File: config.mk
export PLATFORM = sky130hd
export DESIGN_NAME = core_debug_ctrl
export DESIGN_NICKNAME = d
export VERILOG_FILES = /design/src/rtl/core_debug_ctrl.sv
export SDC_FILE = /design/constraint.sdc
export NUM_CORES = 1
export LEC_CHECK = 0
export ABC_AREA = 1
export CORE_MARGIN = 4
export CORE_UTILIZATION = 30
export CTS_BUF_LIST = sky130_fd_sc_hd__clkbuf_8 sky130_fd_sc_hd__clkbuf_16
export CTS_CLUSTER_DIAMETER = 30
export DETAILED_ROUTE_END_ITERATION = 6
export REMOVE_ABC_BUFFERS = 1
export SLEW_MARGIN = 20
export SYNTH_ARGS = -nofsm -noshare
export SYNTH_HDL_FRONTEND = slang
export SYNTH_SLANG_ARGS = --single-unit
File: constraint.sdc
create_clock -name i_clk -period 2.65 [get_ports i_clk]
set_input_delay 0.265 -clock i_clk [delete_from_list [all_inputs] [get_ports i_clk]]
set_output_delay 0.265 -clock i_clk [all_outputs]
set_load 0.02 [all_outputs]
File: src/rtl/core_debug_ctrl.sv
// Debug and control satellite for the uP core.
// Exposes PC and SP on the memory map and owns the core's pause line.
// The core can be halted by a HLT, a stack dropping below a setpoint,
// a PC breakpoint or a software pause, and can be single-stepped.
module core_debug_ctrl #(
   parameter int DATA_W   = 16,
   parameter int NUM_BKPT = 2
) (
   input  logic              i_clk,
   input  logic              i_rst,
   input  logic [2:0]        i_memAddr,
   input  logic [DATA_W-1:0] i_memDataIn,
   input  logic              i_memWrEn,
   output logic [DATA_W-1:0] o_memDataOut,
   input  logic [DATA_W-1:0] i_reportSP,
   input  logic [DATA_W-2:0] i_reportPC,
   input  logic              i_reportHLT,
   input  logic              i_reportRetire,
   output logic              o_doPause
);

   typedef enum logic [1:0] {
      RUN    = 2'd0,
      PAUSED = 2'd1,
      STEP   = 2'd2
   } DebugState;

   localparam logic [2:0] CAUSE_NONE = 3'd0;
   localparam logic [2:0] CAUSE_SW   = 3'd1;
   localparam logic [2:0] CAUSE_HLT  = 3'd2;
   localparam logic [2:0] CAUSE_OVF  = 3'd3;
   localparam logic [2:0] CAUSE_BKPT = 3'd4;
   localparam logic [2:0] CAUSE_STEP = 3'd5;

   localparam logic [2:0] BKPT_MASK = 3'((1 << NUM_BKPT) - 1);

   DebugState         state;
   DebugState         nextState;

   logic              ovfEnable;
   logic [2:0]        bkptEnable;
   logic [DATA_W-1:0] setpoint;
   logic [DATA_W-1:0] bkptAddr [3];
   logic [2:0]        haltCause;
   logic [1:0]        haltIndex;
   logic              stickyOvf;
   logic              skipBkpt;

   logic              ctrlWrite;
   logic              statusWrite;
   logic              setpointWrite;
   logic [DATA_W-1:0] pcByteAddr;
   logic              detectActive;
   logic              ovfEvent;
   logic              bkptEvent;
   logic [1:0]        bkptHitIndex;
   logic              eventHit;
   logic [2:0]        eventCause;
   logic [1:0]        eventIndex;
   logic              loadCause;
   logic [2:0]        nextCause;
   logic [1:0]        nextIndex;
   logic              leavingPause;

   assign ctrlWrite     = i_memWrEn && (i_memAddr == 3'd0);
   assign statusWrite   = i_memWrEn && (i_memAddr == 3'd1);
   assign setpointWrite = i_memWrEn && (i_memAddr == 3'd2);
   assign pcByteAddr    = {i_reportPC, 1'b0};
   assign detectActive  = (state != PAUSED);
   assign ovfEvent      = detectActive && ovfEnable && (i_reportSP < setpoint);
   assign o_doPause     = (state == PAUSED);
   assign leavingPause  = (state == PAUSED) && (nextState != PAUSED);

   // Breakpoint matching: scan from the highest slot down so that the lowest
   // matching slot is the one reported. Matching is suppressed while paused
   // and during the skip window right after leaving a pause, so resuming at
   // a breakpointed PC does not immediately trap again.
   always_comb begin
      bkptEvent    = 1'b0;
      bkptHitIndex = 2'd0;
      for (int n = NUM_BKPT - 1; n >= 0; n--) begin
         if (detectActive && !skipBkpt && bkptEnable[n] && (bkptAddr[n] == pcByteAddr)) begin
            bkptEvent    = 1'b1;
            bkptHitIndex = 2'(n);
         end
      end
   end

   // Rank the halt events of this cycle: HLT beats overflow beats breakpoint.
   // The breakpoint index is only meaningful for a breakpoint cause.
   always_comb begin
      eventHit   = 1'b1;
      eventCause = CAUSE_NONE;
      eventIndex = 2'd0;
      if (i_reportHLT) begin
         eventCause = CAUSE_HLT;
      end else if (ovfEvent) begin
         eventCause = CAUSE_OVF;
      end else if (bkptEvent) begin
         eventCause = CAUSE_BKPT;
         eventIndex = bkptHitIndex;
      end else begin
         eventHit = 1'b0;
      end
   end

   // Next-state logic. Hardware events outrank a software pause request in
   // the same cycle. A paused core stays paused while HLT is asserted; a
   // step write overrides the pause bit written alongside it. In STEP the
   // retire pulse ends the step unless a hardware event arrives first.
   always_comb begin
      nextState = state;
      loadCause = 1'b0;
      nextCause = eventCause;
      nextIndex = eventIndex;
      case (state)
         RUN: begin
            if (eventHit) begin
               nextState = PAUSED;
               loadCause = 1'b1;
            end else if (ctrlWrite && i_memDataIn[0]) begin
               nextState = PAUSED;
               loadCause = 1'b1;
               nextCause = CAUSE_SW;
               nextIndex = 2'd0;
            end
         end
         PAUSED: begin
            if (ctrlWrite && !i_reportHLT) begin
               if (i_memDataIn[2]) begin
                  nextState = STEP;
               end else if (!i_memDataIn[0]) begin
                  nextState = RUN;
               end
            end
         end
         STEP: begin
            if (eventHit) begin
               nextState = PAUSED;
               loadCause = 1'b1;
            end else if (i_reportRetire) begin
               nextState = PAUSED;
               loadCause = 1'b1;
               nextCause = CAUSE_STEP;
               nextIndex = 2'd0;
            end
         end
         default: begin
            nextState = RUN;
         end
      endcase
   end

   // Run-control state register.
   always_ff @(posedge i_clk) begin
      if (i_rst) begin
         state <= RUN;
      end else begin
         state <= nextState;
      end
   end

   // Halt cause and breakpoint index are captured only when a pause is
   // entered and hold until the next entry.
   always_ff @(posedge i_clk) begin
      if (i_rst) begin
         haltCause <= CAUSE_NONE;
         haltIndex <= 2'd0;
      end else if (loadCause) begin
         haltCause <= nextCause;
         haltIndex <= nextIndex;
      end
   end

   // Sticky overflow flag: set by any detected overflow, even one that
   // loses priority to HLT; cleared by writing 1 to its status bit, with a
   // fresh overflow in the same cycle winning over the clear.
   always_ff @(posedge i_clk) begin
      if (i_rst) begin
         stickyOvf <= 1'b0;
      end else if (ovfEvent) begin
         stickyOvf <= 1'b1;
      end else if (statusWrite && i_memDataIn[5]) begin
         stickyOvf <= 1'b0;
      end
   end

   // Breakpoint skip window: opens when the core leaves a pause and closes
   // after the first instruction retires.
   always_ff @(posedge i_clk) begin
      if (i_rst) begin
         skipBkpt <= 1'b0;
      end else if (leavingPause) begin
         skipBkpt <= 1'b1;
      end else if (i_reportRetire) begin
         skipBkpt <= 1'b0;
      end
   end

   // Writable configuration: enables, setpoint and breakpoint addresses.
   // Breakpoint slots beyond NUM_BKPT never load and therefore read as 0.
   always_ff @(posedge i_clk) begin
      if (i_rst) begin
         ovfEnable  <= 1'b0;
         bkptEnable <= 3'd0;
         setpoint   <= '0;
         for (int n = 0; n < 3; n++) begin
            bkptAddr[n] <= '0;
         end
      end else begin
         if (ctrlWrite) begin
            ovfEnable  <= i_memDataIn[1];
            bkptEnable <= i_memDataIn[5:3] & BKPT_MASK;
         end
         if (setpointWrite) begin
            setpoint <= i_memDataIn;
         end
         for (int n = 0; n < 3; n++) begin
            if ((n < NUM_BKPT) && i_memWrEn && (i_memAddr == 3'(5 + n))) begin
               bkptAddr[n] <= i_memDataIn;
            end
         end
      end
   end

   // Zero-latency read mux over the register map; the step bit always
   // reads back as 0 and unlisted bits are 0.
   always_comb begin
      o_memDataOut = '0;
      case (i_memAddr)
         3'd0: o_memDataOut[5:0] = {bkptEnable, 1'b0, ovfEnable, o_doPause};
         3'd1: o_memDataOut[5:0] = {stickyOvf, haltIndex, haltCause};
         3'd2: o_memDataOut = setpoint;
         3'd3: o_memDataOut = pcByteAddr;
         3'd4: o_memDataOut = i_reportSP;
         3'd5: o_memDataOut = bkptAddr[0];
         3'd6: o_memDataOut = bkptAddr[1];
         3'd7: o_memDataOut = bkptAddr[2];
         default: o_memDataOut = '0;
      endcase
   end

endmodule

==> impl_metrics.py <==
metrics = {
    "floorplanning": {
        "io_pins": 72,
        "die_h_um": 125.3,
        "fp.coreArea_mm2": 0.01335,
        "initial_utilization_pct": 30.91,
        "num_rows": 42,
        "dieArea_mm2": 0.01569,
        "die_w_um": 125.3,
    },
    "yosys": {
        "yosys-top-cells-count": "nand2_1, inv_1, nor2_1, a21oi_1",
        "yosysTopAreaCellShare_pct": 23.29,
        "synth_area_mm2": 0.004125,
        "yosys.area.top_type": "edfxtp_1",
        "ys_types": 38,
        "syn_inst": 610,
        "synth.avg_cell_area_um2": 6.763,
        "synth_edf_count": 32,
        "ys.flop_type": "edfxtp_1",
        "post-synth-top-count-cell": "nand2_1",
        "yosysWarnings": 0,
        "yosys_register_bits": 59,
        "ys_seq_area_share_pct": 36.40,
        "synth_area_leaders": "edfxtp_1, nand2_1, dfxtp_1",
        "async_reset_ff_share_pct": 0,
    },
    "power_and_ir_drop": {
        "p_sw_uw": 792.4,
        "leakagePower_nw": 2.661,
        "seqPwrFrac_pct": 37.7,
        "p_int_mw": 1.999,
        "p_comb_share_pct": 21.1,
        "power.density_mw_per_mm2": 505.0,
        "p_sw_share_pct": 28.38,
        "ir_worst_vdd_mv": 0.2455,
        "pwr-share-clk_pct": 41.2,
    },
    "worst_setup_path": {
        "criticalPathCategory": "input port to primary output",
        "end_kind": "primary output",
        "cp-start-kind": "input port",
        "crit_required_ps": 2380,
        "critPathMaxFanout": 4,
        "cp.arrival_ps": 2280,
    },
    "layout": {
        "area_growth_pct": 34.00,
        "final_area_mm2": 0.005528,
        "diodes": 0,
        "fin_nets": 774,
        "drive_gt1_share_pct": 7.898,
        "fin_util_pct": 41.41,
    },
    "sta": {
        "finalSetupViolations": 0,
        "hold_ws_ps": 472.9,
        "rsz0062_at_grt": "false",
        "finalCritPeriodShare_pct": 96.21,
        "hold_viol": 0,
        "tns_ps": 0,
        "worst_pin_slew_ps": 483.9,
        "slew_headroom_pct": 67.65,
        "slew_violations": 0,
        "layout_min_cycle_time_ps": 2550,
        "fmax_mhz": 392.2,
        "clock_skew_ps": 7.810,
    },
    "global_routing": {
        "grt_overflow": 0,
        "grtUsageTotal_pct": 18.78,
        "grt_pass1_wl_mm": 23.20,
        "grt_pass1_vias": 4424,
        "antenna_found_initial": 0,
        "grt_max_degree": 33,
    },
    "placed_design": {
        "gp_congestion": 0.9454,
        "placed_cell_area_mm2": 0.005171,
        "dp_hpwl_mm": 11.79,
        "port_buffers": 71,
    },
    "detailed_routing": {
        "drc_errors": 0,
        "route.antenna.remaining_nets": 0,
        "wl_mm": 14.73,
        "vias": 4402,
        "drt_iter0_markers": 452,
        "avgRoutedWirePerCell_um": 16.64,
        "drt_pass1_iterations": 7,
        "viasPerCell": 4.974,
    },
    "cts": {
        "worst_skew_pair.late_latency_ps": 340,
        "clock-sinks": 59,
        "htreeDepth": 3,
        "cts_buffers": 9,
        "root_buffer": "clkbuf_16",
        "clock_path_buffers": 2,
        "cts_tree": "done",
        "path_clk_slew_ps": 50,
    },
    "run": {
        "drv_cap": 0,
    },
    "hold_path": {
        "hold_path_class": "flop to flop",
    },
    "run_status": {
        "status": "completed",
    },
}
-- logic make-up after synthesis --
| group | synth area share, % |
|---|---|
| AOI/OAI and AO/OA | 15.65 |
| xor gates and xnor gates | 0.8494 |
| adders and majority gates | 4.550 |
| buffers and inverters | 11.28 |
| DFF | 36.40 |
| and+or+nand+nor | 31.27 |
-- per-layer routing --
metal | part of all wire (%) | global-route usage, % | vias to the layer above
met5 | 0 | 0 | -
met4 | 2.9 | 8.482 | 0
met3 | 7.7 | 3.113 | 24
met2 | 47 | 31.00 | 188
met1 | 43 | 24.14 | 2018
li1 | - | - | 2172
-- final cells by class --
cell class	instances	area [um^2]
inverter	108	409.1
clock buffer	10	239.0
tap	176	220.2
clock inverter	6	55.05
sequential	59	1501
fill	1388	7820
multi-input combinational	432	2163
timing repair buffer	94	939.7
-- per-stage QoR --
step / power [mW] / setup WS [ps] / cells
final: 2.792 / 100.4 / 885
after global routing: 2.907 / 29.24 / 885
after CTS: 2.799 / 4.522 / 885
after detailed placement: 1.650 / -33.45 / 867
after global placement: 1.647 / -15.55 / 867
after floorplan: 1.362 / 246.7 / 599
-- critical path, stage by stage --
cell and delay, ps:
clkdlybuf4s50_1 500, inv_1 130, nor3_4 190, clkinvlp_4 160, buf_4 170, nor2_1 80
a221oi_1 50, o2111ai_1 90, clkdlybuf4s50_1 640
-- placed cells by master (no fill, tap or decap), types with 2 or more instances in the layout --
master	instances
o221ai_1	4
buf_4	21
clkinvlp_4	2
edfxtp_1	32
a221oi_1	13
nand3_1	17
nand2_2	3
inv_1	101
inv_2	6
nor2_4	2
o22ai_1	8
clkbuf_16	9
clkinv_1	2
a21oi_1	39
clkinv_2	2
nor2_2	2
and2_1	2
dlymetal6s2s_1	13
o21ai_1	2
nand2_1	156
nor3_4	2
nand4_1	12
ha_1	15
o2111ai_1	2
o211ai_1	4
nor3_1	5
o21ai_0	30
a22oi_1	2
dfxtp_1	27
buf_12	2
xor2_1	3
clkdlybuf4s50_1	57
nor2_1	98
-- sequential cells by signal, summed over array words and instances, names as in the netlist --
signal	cells
bkptAddr	32
bkptEnable	2
haltCause	3
haltIndex	1
ovfEnable	1
setpoint	16
skipBkpt	1
state	2
stickyOvf	1
-- timing repair --
item	CTS	global route
resized for setup	2	13
hold endpoints to repair	0	0
setup buffers	2	0
endpoints found under the setup margin	6	13
hold buffers	0	0
-- power groups by stage --
stage                     Sequential [mW]  Clock, mW  Combinational (mW)
after floorplan                      1.05          0               0.308
after global placement               1.07          0               0.580
after detailed placement             1.07          0               0.583
after CTS                            1.05       1.16               0.589
after global routing                 1.05       1.20               0.649
final                                1.05       1.15               0.590
-- worst paths after layout --
check,from,endpoint,slack [ps],depth (start not counted)
hold / removal,skipBkpt,skipBkpt,470,2
setup / recovery,i_memAddr[2],o_memDataOut[0],100,9
hold reg to reg,skipBkpt,skipBkpt,470,2
setup reg to reg,setpoint[15],haltCause[2],600,10
Power figures use the tool's default switching activity.
